$ cat src/rtl/burst_grant_forwarder.sv
// burst_grant_forwarder
//   Locks onto the port chosen by an upstream arbiter and forwards that port's
//   beat stream downstream until a last beat transfers. A burst is forcibly
//   ended on beat MaxBurst (out_last raised by the beat counter).
//
// Optional feature (compile-time macro): BURST_TIMEOUT_EN
//   When defined, a burst whose owner presents no valid beat for StallLimit
//   consecutive LOCKED cycles is released without emitting a beat.
//
// Ports
//   clk        : clock, all state changes on rising edge
//   rst        : synchronous active-high reset
//   grant      : one-hot grant from upstream arbiter
//   select     : granted index from upstream arbiter
//   req_valid  : per-port beat valid
//   req_data   : per-port payload, port i at [i*DataWidth +: DataWidth]
//   req_last   : per-port final-beat flag
//   req_ready  : per-port beat accept
//   out_valid  : forwarded beat valid
//   out_data   : forwarded payload
//   out_last   : forwarded final-beat flag (natural or forced)
//   out_ready  : downstream accept
//   busy       : high while a burst is locked
//   owner      : registered index of the locked port
module burst_grant_forwarder #(
    parameter int NumRequests = 4,
    parameter int DataWidth   = 8,
    parameter int MaxBurst    = 16,
    parameter int StallLimit  = 8
) (
    input  logic                             clk,
    input  logic                             rst,
    input  logic [NumRequests-1:0]           grant,
    input  logic [$clog2(NumRequests):0]     select,
    input  logic [NumRequests-1:0]           req_valid,
    input  logic [NumRequests*DataWidth-1:0] req_data,
    input  logic [NumRequests-1:0]           req_last,
    output logic [NumRequests-1:0]           req_ready,
    output logic                             out_valid,
    output logic [DataWidth-1:0]             out_data,
    output logic                             out_last,
    input  logic                             out_ready,
    output logic                             busy,
    output logic [$clog2(NumRequests):0]     owner
);

    localparam int SW = $clog2(NumRequests) + 1;
    // Beat counter is at least 8 bits wide, wider if MaxBurst needs it.
    localparam int CW = (($clog2(MaxBurst) + 1) > 8) ? ($clog2(MaxBurst) + 1) : 8;

    if (MaxBurst < 2 || StallLimit < 1) begin : g_param_check
        $error("burst_grant_forwarder: MaxBurst must be >= 2 and StallLimit >= 1");
    end

    typedef enum logic {
        IDLE,
        LOCKED
    } state_t;

    state_t              state, state_nxt;
    logic [SW-1:0]       owner_nxt;
    logic [CW-1:0]       beat_cnt, beat_cnt_nxt;
    logic                sel_valid;
    logic                sel_last;
    logic [DataWidth-1:0] sel_data;
    logic                forced_last;

`ifdef BURST_TIMEOUT_EN
    localparam int TW = $clog2(StallLimit + 1);
    logic [TW-1:0]       stall_cnt, stall_cnt_nxt;
`endif

    always_ff @(posedge clk) begin
        if (rst) begin
            state    <= IDLE;
            owner    <= '0;
            beat_cnt <= '0;
`ifdef BURST_TIMEOUT_EN
            stall_cnt <= '0;
`endif
        end else begin
            state    <= state_nxt;
            owner    <= owner_nxt;
            beat_cnt <= beat_cnt_nxt;
`ifdef BURST_TIMEOUT_EN
            stall_cnt <= stall_cnt_nxt;
`endif
        end
    end

    always_comb begin
        // Owner-port mux; owner is always in range while LOCKED.
        sel_valid = 1'b0;
        sel_last  = 1'b0;
        sel_data  = '0;
        for (int unsigned i = 0; i < NumRequests; i++) begin
            if (owner == SW'(i)) begin
                sel_valid = req_valid[i];
                sel_last  = req_last[i];
                sel_data  = req_data[i*DataWidth +: DataWidth];
            end
        end
        forced_last = (beat_cnt == CW'(MaxBurst - 1));

        state_nxt    = state;
        owner_nxt    = owner;
        beat_cnt_nxt = beat_cnt;
`ifdef BURST_TIMEOUT_EN
        stall_cnt_nxt = stall_cnt;
`endif
        req_ready = '0;
        out_valid = 1'b0;
        out_data  = '0;
        out_last  = 1'b0;
        busy      = 1'b0;

        case (state)
            IDLE: begin
                if (|grant && (select < SW'(NumRequests))) begin
                    state_nxt    = LOCKED;
                    owner_nxt    = select;
                    beat_cnt_nxt = '0;
`ifdef BURST_TIMEOUT_EN
                    stall_cnt_nxt = '0;
`endif
                end
            end
            LOCKED: begin
                busy      = 1'b1;
                out_valid = sel_valid;
                out_data  = sel_data;
                out_last  = sel_last | forced_last;
                for (int unsigned i = 0; i < NumRequests; i++) begin
                    if (owner == SW'(i)) begin
                        req_ready[i] = out_ready;
                    end
                end
                if (sel_valid && out_ready) begin
                    beat_cnt_nxt = beat_cnt + 1'b1;
                    // Natural and forced last share this one release path.
                    if (out_last) begin
                        state_nxt = IDLE;
                    end
                end
`ifdef BURST_TIMEOUT_EN
                // A stalled cycle never transfers, so releasing here drops no beat.
                if (sel_valid) begin
                    stall_cnt_nxt = '0;
                end else begin
                    stall_cnt_nxt = stall_cnt + 1'b1;
                    if (stall_cnt_nxt == TW'(StallLimit)) begin
                        state_nxt = IDLE;
                    end
                end
`endif
            end
            default: state_nxt = IDLE;
        endcase
    end

endmodule

$ cat config.mk
export PLATFORM = sky130hd
export DESIGN_NAME = burst_grant_forwarder
export DESIGN_NICKNAME = d
export VERILOG_FILES = /design/src/rtl/burst_grant_forwarder.sv
export SDC_FILE = /design/constraint.sdc
export NUM_CORES = 1
export LEC_CHECK = 0
export ABC_CLOCK_PERIOD_IN_PS = 1750
export CORE_MARGIN = 5
export CORE_UTILIZATION = 32
export DETAILED_ROUTE_END_ITERATION = 12
export PLACE_DENSITY = 0.8
export SYNTH_ARGS = -nofsm -noshare
export SYNTH_HDL_FRONTEND = slang
export SYNTH_SLANG_ARGS = --single-unit
$ cat constraint.sdc
create_clock -name clk -period 1.75 [get_ports clk]
set_clock_uncertainty 0.1 [all_clocks]
set_input_delay 0.525 -clock clk [delete_from_list [all_inputs] [get_ports clk]]
set_output_delay 0.525 -clock clk [all_outputs]
set_load 0.02 [all_outputs]
# ---- Word-level counts from Yosys, hierarchy flattened
# Index checks and enable logic that the tools add are counted.
dict set report op_classes {
  n_reduce_logical 6
  eq_ne 6
  n_bitwise 2
  n_mux 28
  n_addsub 1
  n_lt_le_gt_ge 1
}
# operator n
set op_table {}
lappend op_table {{two-way mux 8 bit} 7}
lappend op_table {{two-way mux 1 bit} 18}
lappend op_table {{one-hot mux 8 bit (2 select lines)} 1}
lappend op_table {{adder 8 x 1 -> 8 bit, second input constant} 1}
lappend op_table {{equality test 8 x 4 -> 1 bit, second input constant} 1}
lappend op_table {{equality test 3 x 2 -> 1 bit, second input constant} 2}
lappend op_table {{two-way mux 4 bit} 1}
lappend op_table {{AND reduction 2 bit} 2}
lappend op_table {{OR reduction 4 bit} 1}
lappend op_table {{equality test 3 x 1 -> 1 bit, second input constant} 1}
lappend op_table {{zero test 3 bit} 1}
lappend op_table {{< comparator 3 bit, second input constant} 1}
lappend op_table {{logical AND 1 bit} 2}
lappend op_table {{inequality test 2 x 1 -> 1 bit, second input constant} 1}
lappend op_table {{inequality test 2 bit, second input constant} 1}
lappend op_table {{one-hot mux 1 bit (2 select lines)} 1}
lappend op_table {{inverter 1 bit} 1}
lappend op_table {{bitwise OR 1 bit} 1}
dict set report word_totals {
  wordCells 47
  input_bits 50
  out_inout_bits 18
  regBits 12
}

# ---- Logic depth before layout (Yosys ltp)
dict set report depth {
  depth_word 9
  depth_mapped 5
  ltp_nobuf 5
}

# ---- Least setup slack after synthesis
# No wires, ideal clock.
dict set report synth_timing {
  path_kind {reg-to-output}
  start {register owner[1]}
  end {output port out_data[0]}
  path_stages_with_launch 6
  slack_ns -0.274
  t_arrival_ns 1.399
  path_cell_list {dfxtp_1 -> buf_4 -> buf_2 -> mux2_2 -> o22ai_1 -> nor2_1}
}
dict set report synth_between {
  elab_chain_len 6
  word_cells_on_any_way 9
  cone_classes {eq/ne: 3; mux: 5; reduce/logical: 1}
}
# item line_no
set synth_lines {}
lappend synth_lines {{from (decl)} 44} ;# output logic [$clog2(NumRequests):0] owner
lappend synth_lines {{from (signal assigned)} 83} ;# owner <= owner_nxt;
lappend synth_lines {{zero test 3 bit} 97} ;# if (owner == SW'(i)) begin
lappend synth_lines {{two-way mux 8 bit (3 in series)} 97}
lappend synth_lines {{two-way mux 8 bit (*)} 97}
lappend synth_lines {{two-way mux 8 bit (*)} 117} ;# case (state)
lappend synth_lines {{to (decl)} 40} ;# output logic [DataWidth-1:0] out_data,
# Mark *: on every way between the ends. The rest lies on a longest branch, timed or not.

# ---- Worst setup path after layout
dict set report layout_timing {
  start {register owner[2]}
  end {output port out_data[5]}
}
# The elaborated chain is that of the path after synthesis.

==> metrics.log <==
INFO  metric ys_seq_elements = 12
INFO  metric detailed_route_via_count = 1380
INFO  metric net_count_synth = 167
INFO  metric die_x = 65.7 um
INFO  metric failed_checks = setup timing
INFO  metric setup_viol_count_final = 23
INFO  metric insertedDiodeCount = 0
INFO  metric synthTopCellsByCount = sky130_fd_sc_hd__nor2_1, sky130_fd_sc_hd__dfxtp_1, sky130_fd_sc_hd__mux2_2
INFO  metric place_ws = -1.07 ns
INFO  metric grt_pass1_wl = 7110 um
INFO  metric detailedRoute.firstPassIterationCount = 4
INFO  metric ys_dominant_reg_cell = sky130_fd_sc_hd__dfxtp_1
INFO  metric dp_hpwl = 3400 um
INFO  metric detail_route.drc_violations = 0
INFO  metric synth_top_area_cell = sky130_fd_sc_hd__dfxtp_1
INFO  metric worst-setup-path-type = reg2out
INFO  metric groute.layer.met1.usage = 0.211
INFO  metric timing_worst_slew_pin_value = 0.480 ns
INFO  metric drive_gt1_frac = 0.511
INFO  metric synth.avg_cell_area = 8.55 um2
INFO  metric grt_most_used_layer = met2
INFO  metric die_h = 65.7 um
INFO  metric layout_worst_path_cycle_share = 1.25
INFO  metric drt_first_iter_violations = 58
INFO  metric port_buffers = 67
INFO  metric syn-cell-area = 992 um2
INFO  metric core_area = 0.00300 mm2
INFO  metric numCtsBuffers = 3
INFO  metric total_detailed_routing_wirelength = 4540 um
INFO  metric crit_path_max_incr_delay = 0.40 ns
INFO  metric rsz0062_at_grt = true
INFO  metric design.portCount = 68
INFO  metric timing.critical_path.slowest_stage_cell = sky130_fd_sc_hd__o21ai_0
INFO  metric globalplace.congestion = 0.798
INFO  metric power_density = 443 mW/mm2
INFO  metric drv.max_cap_violation_count = 0
INFO  metric finalInstanceArea = 0.00232 mm2
INFO  metric yosys_warnings = 0
INFO  metric post_synth_main_area_contributors = sky130_fd_sc_hd__dfxtp_1, sky130_fd_sc_hd__mux2_2, sky130_fd_sc_hd__nor2_1, sky130_fd_sc_hd__o22ai_1, sky130_fd_sc_hd__a221o_1
INFO  metric clkTransAtPathRegs = 0.08 ns
INFO  metric yosysMostFrequentCell = sky130_fd_sc_hd__nor2_1
INFO  metric worstSkewPairLatency = 0.28 ns
INFO  metric worstSetupEndpointType = primary output
INFO  metric synth.yosys.seq_area_share = 0.242
INFO  metric critPathMostFrequentCell = sky130_fd_sc_hd__buf_6
INFO  metric global_route.overflow_total = 0
INFO  metric placementRows = 20
INFO  metric post_cts_hold_buffer_count = 0
INFO  metric design_power_total = 1.03 mW
INFO  metric share_comb_of_total_power = 0.502
INFO  metric vias_per_cell = 5.31
INFO  metric power.net_switching = 329 uW
INFO  metric finalWorstSetupSlack = -0.446 ns
INFO  metric drtAntennaViolNets = 0
INFO  metric synthToLayoutAreaGrowth = 134%
INFO  metric initial_utilization = 0.330
INFO  metric ctsLongestPathBuffers = 2
INFO  metric hp-class = reg2reg
INFO  metric synth-async-reset-ratio = 0
INFO  metric arrival = 1.57 ns
INFO  metric grt_start_max_net_pins = 10
INFO  metric p_leak = 1.05 nW
INFO  metric critical_path.max_fanout = 9
INFO  metric gr-usage-met3 = 0.0513
INFO  metric nets = 279
INFO  metric worst-endpoint-required = 1.12 ns
INFO  metric number_of_hold_slack_violations_in_the_final_timing_report = 0
INFO  metric slew_violations = 0
INFO  metric grt_antenna_before_repair = 0
INFO  metric internal_power = 699 uW
INFO  metric pwr-share-clk = 0.220
INFO  metric cts.root.buffer_cell = sky130_fd_sc_hd__clkbuf_4
INFO  metric netlist_instances = 116
INFO  metric tritoncts_num_sinks = 12
INFO  metric p_seq_frac = 0.278
INFO  metric cts_tree = yes
INFO  metric timing.critical_path.from_type = flip-flop
INFO  metric switching_share = 0.320
INFO  metric via_count_of_the_first_global_routing_pass = 1508
INFO  metric max-slew-margin-rel = 0.677
INFO  metric area_of_the_die = 0.00431 mm2
INFO  metric final_cell_utilization_of_the_core = 0.773
INFO  metric number_of_library_cell_types_mapped_by_synthesis = 42
INFO  metric met2_usage = 0.418
INFO  metric chain_of_cells_forming_the_critical_path = nand3b_1, buf_6, o21ai_0, nor2_4, buf_6
INFO  metric synth_edf_count = 0
INFO  metric wire_per_inst = 17.4 um
INFO  metric maximum_achievable_frequency = 455 MHz
INFO  metric global_route.usage.total = 0.213
INFO  metric share_of_the_synthesized_area_in_the_top_cell_type = 0.242
INFO  metric run_status = complete, but fails checks
INFO  metric cts.htree.levels = 1
INFO  metric post-route-min-period = 2.20 ns
INFO  metric postPlaceCellArea = 0.00209 mm2
INFO  metric vdd_ir_max = 0.000329 V
through the flow:
stage	TNS [ns]	hold slack, ns	std cells
floorplan	-0.0901	0.378	116
global placement	-16.43	0.444	249
detailed placement	-17.03	0.455	249
CTS	-5.87	0.497	260
global route	-7.66	0.532	260
finish	-6.29	0.500	260
timing repair:
item,in CTS,in global routing
buffers inserted,7,0
endpoints found under the setup margin,29,29
pin swaps,25,3
gates cloned,0,0
resized for setup,148,13
critical path, delay by kind of cell, from the launching register on:
kind | cells | cell delay (ns)
compound gates | 1 | 0.40
flops | 1 | 0.35
buf+inv | 2 | 0.30
simple gates | 2 | 0.24
cells in the final DEF, fill, tap and decap left out, types with 3 or more instances in the layout:
cell,Yosys,final
sky130_fd_sc_hd__clkbuf_4,0,3
sky130_fd_sc_hd__buf_6,1,21
sky130_fd_sc_hd__buf_4,1,39
sky130_fd_sc_hd__dfxtp_1,12,8
sky130_fd_sc_hd__nand3_1,4,4
sky130_fd_sc_hd__nor2_4,0,8
sky130_fd_sc_hd__o21ai_0,8,5
sky130_fd_sc_hd__clkdlybuf4s50_1,0,23
sky130_fd_sc_hd__mux2_4,1,10
sky130_fd_sc_hd__dlygate4sd2_1,0,25
sky130_fd_sc_hd__mux2i_1,3,3
sky130_fd_sc_hd__nand2_1,5,5
sky130_fd_sc_hd__nor2_1,16,6
sky130_fd_sc_hd__a221o_1,4,4
sky130_fd_sc_hd__o21ai_1,0,3
sky130_fd_sc_hd__o22ai_4,0,6
final timing paths:
path                                   from     endpoint  slack, ns  cells after the start
worst max register to register     owner[1]  beat_cnt[4]      -0.27                      8
worst min register to register  beat_cnt[1]  beat_cnt[1]       0.50                      2
worst max-delay path               owner[2]  out_data[5]      -0.45                      5
worst min-delay path            beat_cnt[1]  beat_cnt[1]       0.50                      2
sequential cells by signal (all words and copies together) (netlist names):
name / cells
state: 1
owner: 3
beat_cnt: 8
cell type report:
cell class,count,area (um2)
Timing Repair Buffer,113,1030
Fill cell,186,682
Clock buffer,4,36.3
Inverter,2,7.51
Sequential cell,12,250
Tap cell,33,41.3
Multi-Input combinational cell,96,960
metal layers:
layer,up-vias,share of wire
met5,-,0
met4,0,0.025
met1,639,0.37
met3,11,0.10
met2,67,0.50
li1,663,-
power by group through the flow:
stage / combinational [mW] / sequential [mW] / clock, mW
6_report: 0.516 / 0.286 / 0.226
5_1_grt: 0.543 / 0.287 / 0.245
4_1_cts: 0.506 / 0.285 / 0.232
3_5_place_dp: 0.450 / 0.294 / 0
3_3_place_gp: 0.436 / 0.294 / 0
2_1_floorplan: 0.209 / 0.298 / 0
cells by family (layout without fill, tap and decap cells):
group                      after synthesis  count (layout)  synth area share
DFF                                     12              12             0.242
xor gates and xnor gates                 1               1           0.00883
adders and majority gates                1               1            0.0126
buffers and inverters                    8             119            0.0441
AOI/OAI and AO/OA                       29              29             0.233
and+or+nand+nor                         51              51             0.298
muxes                                   14              14             0.161
Power figures use the tool's default switching activity.
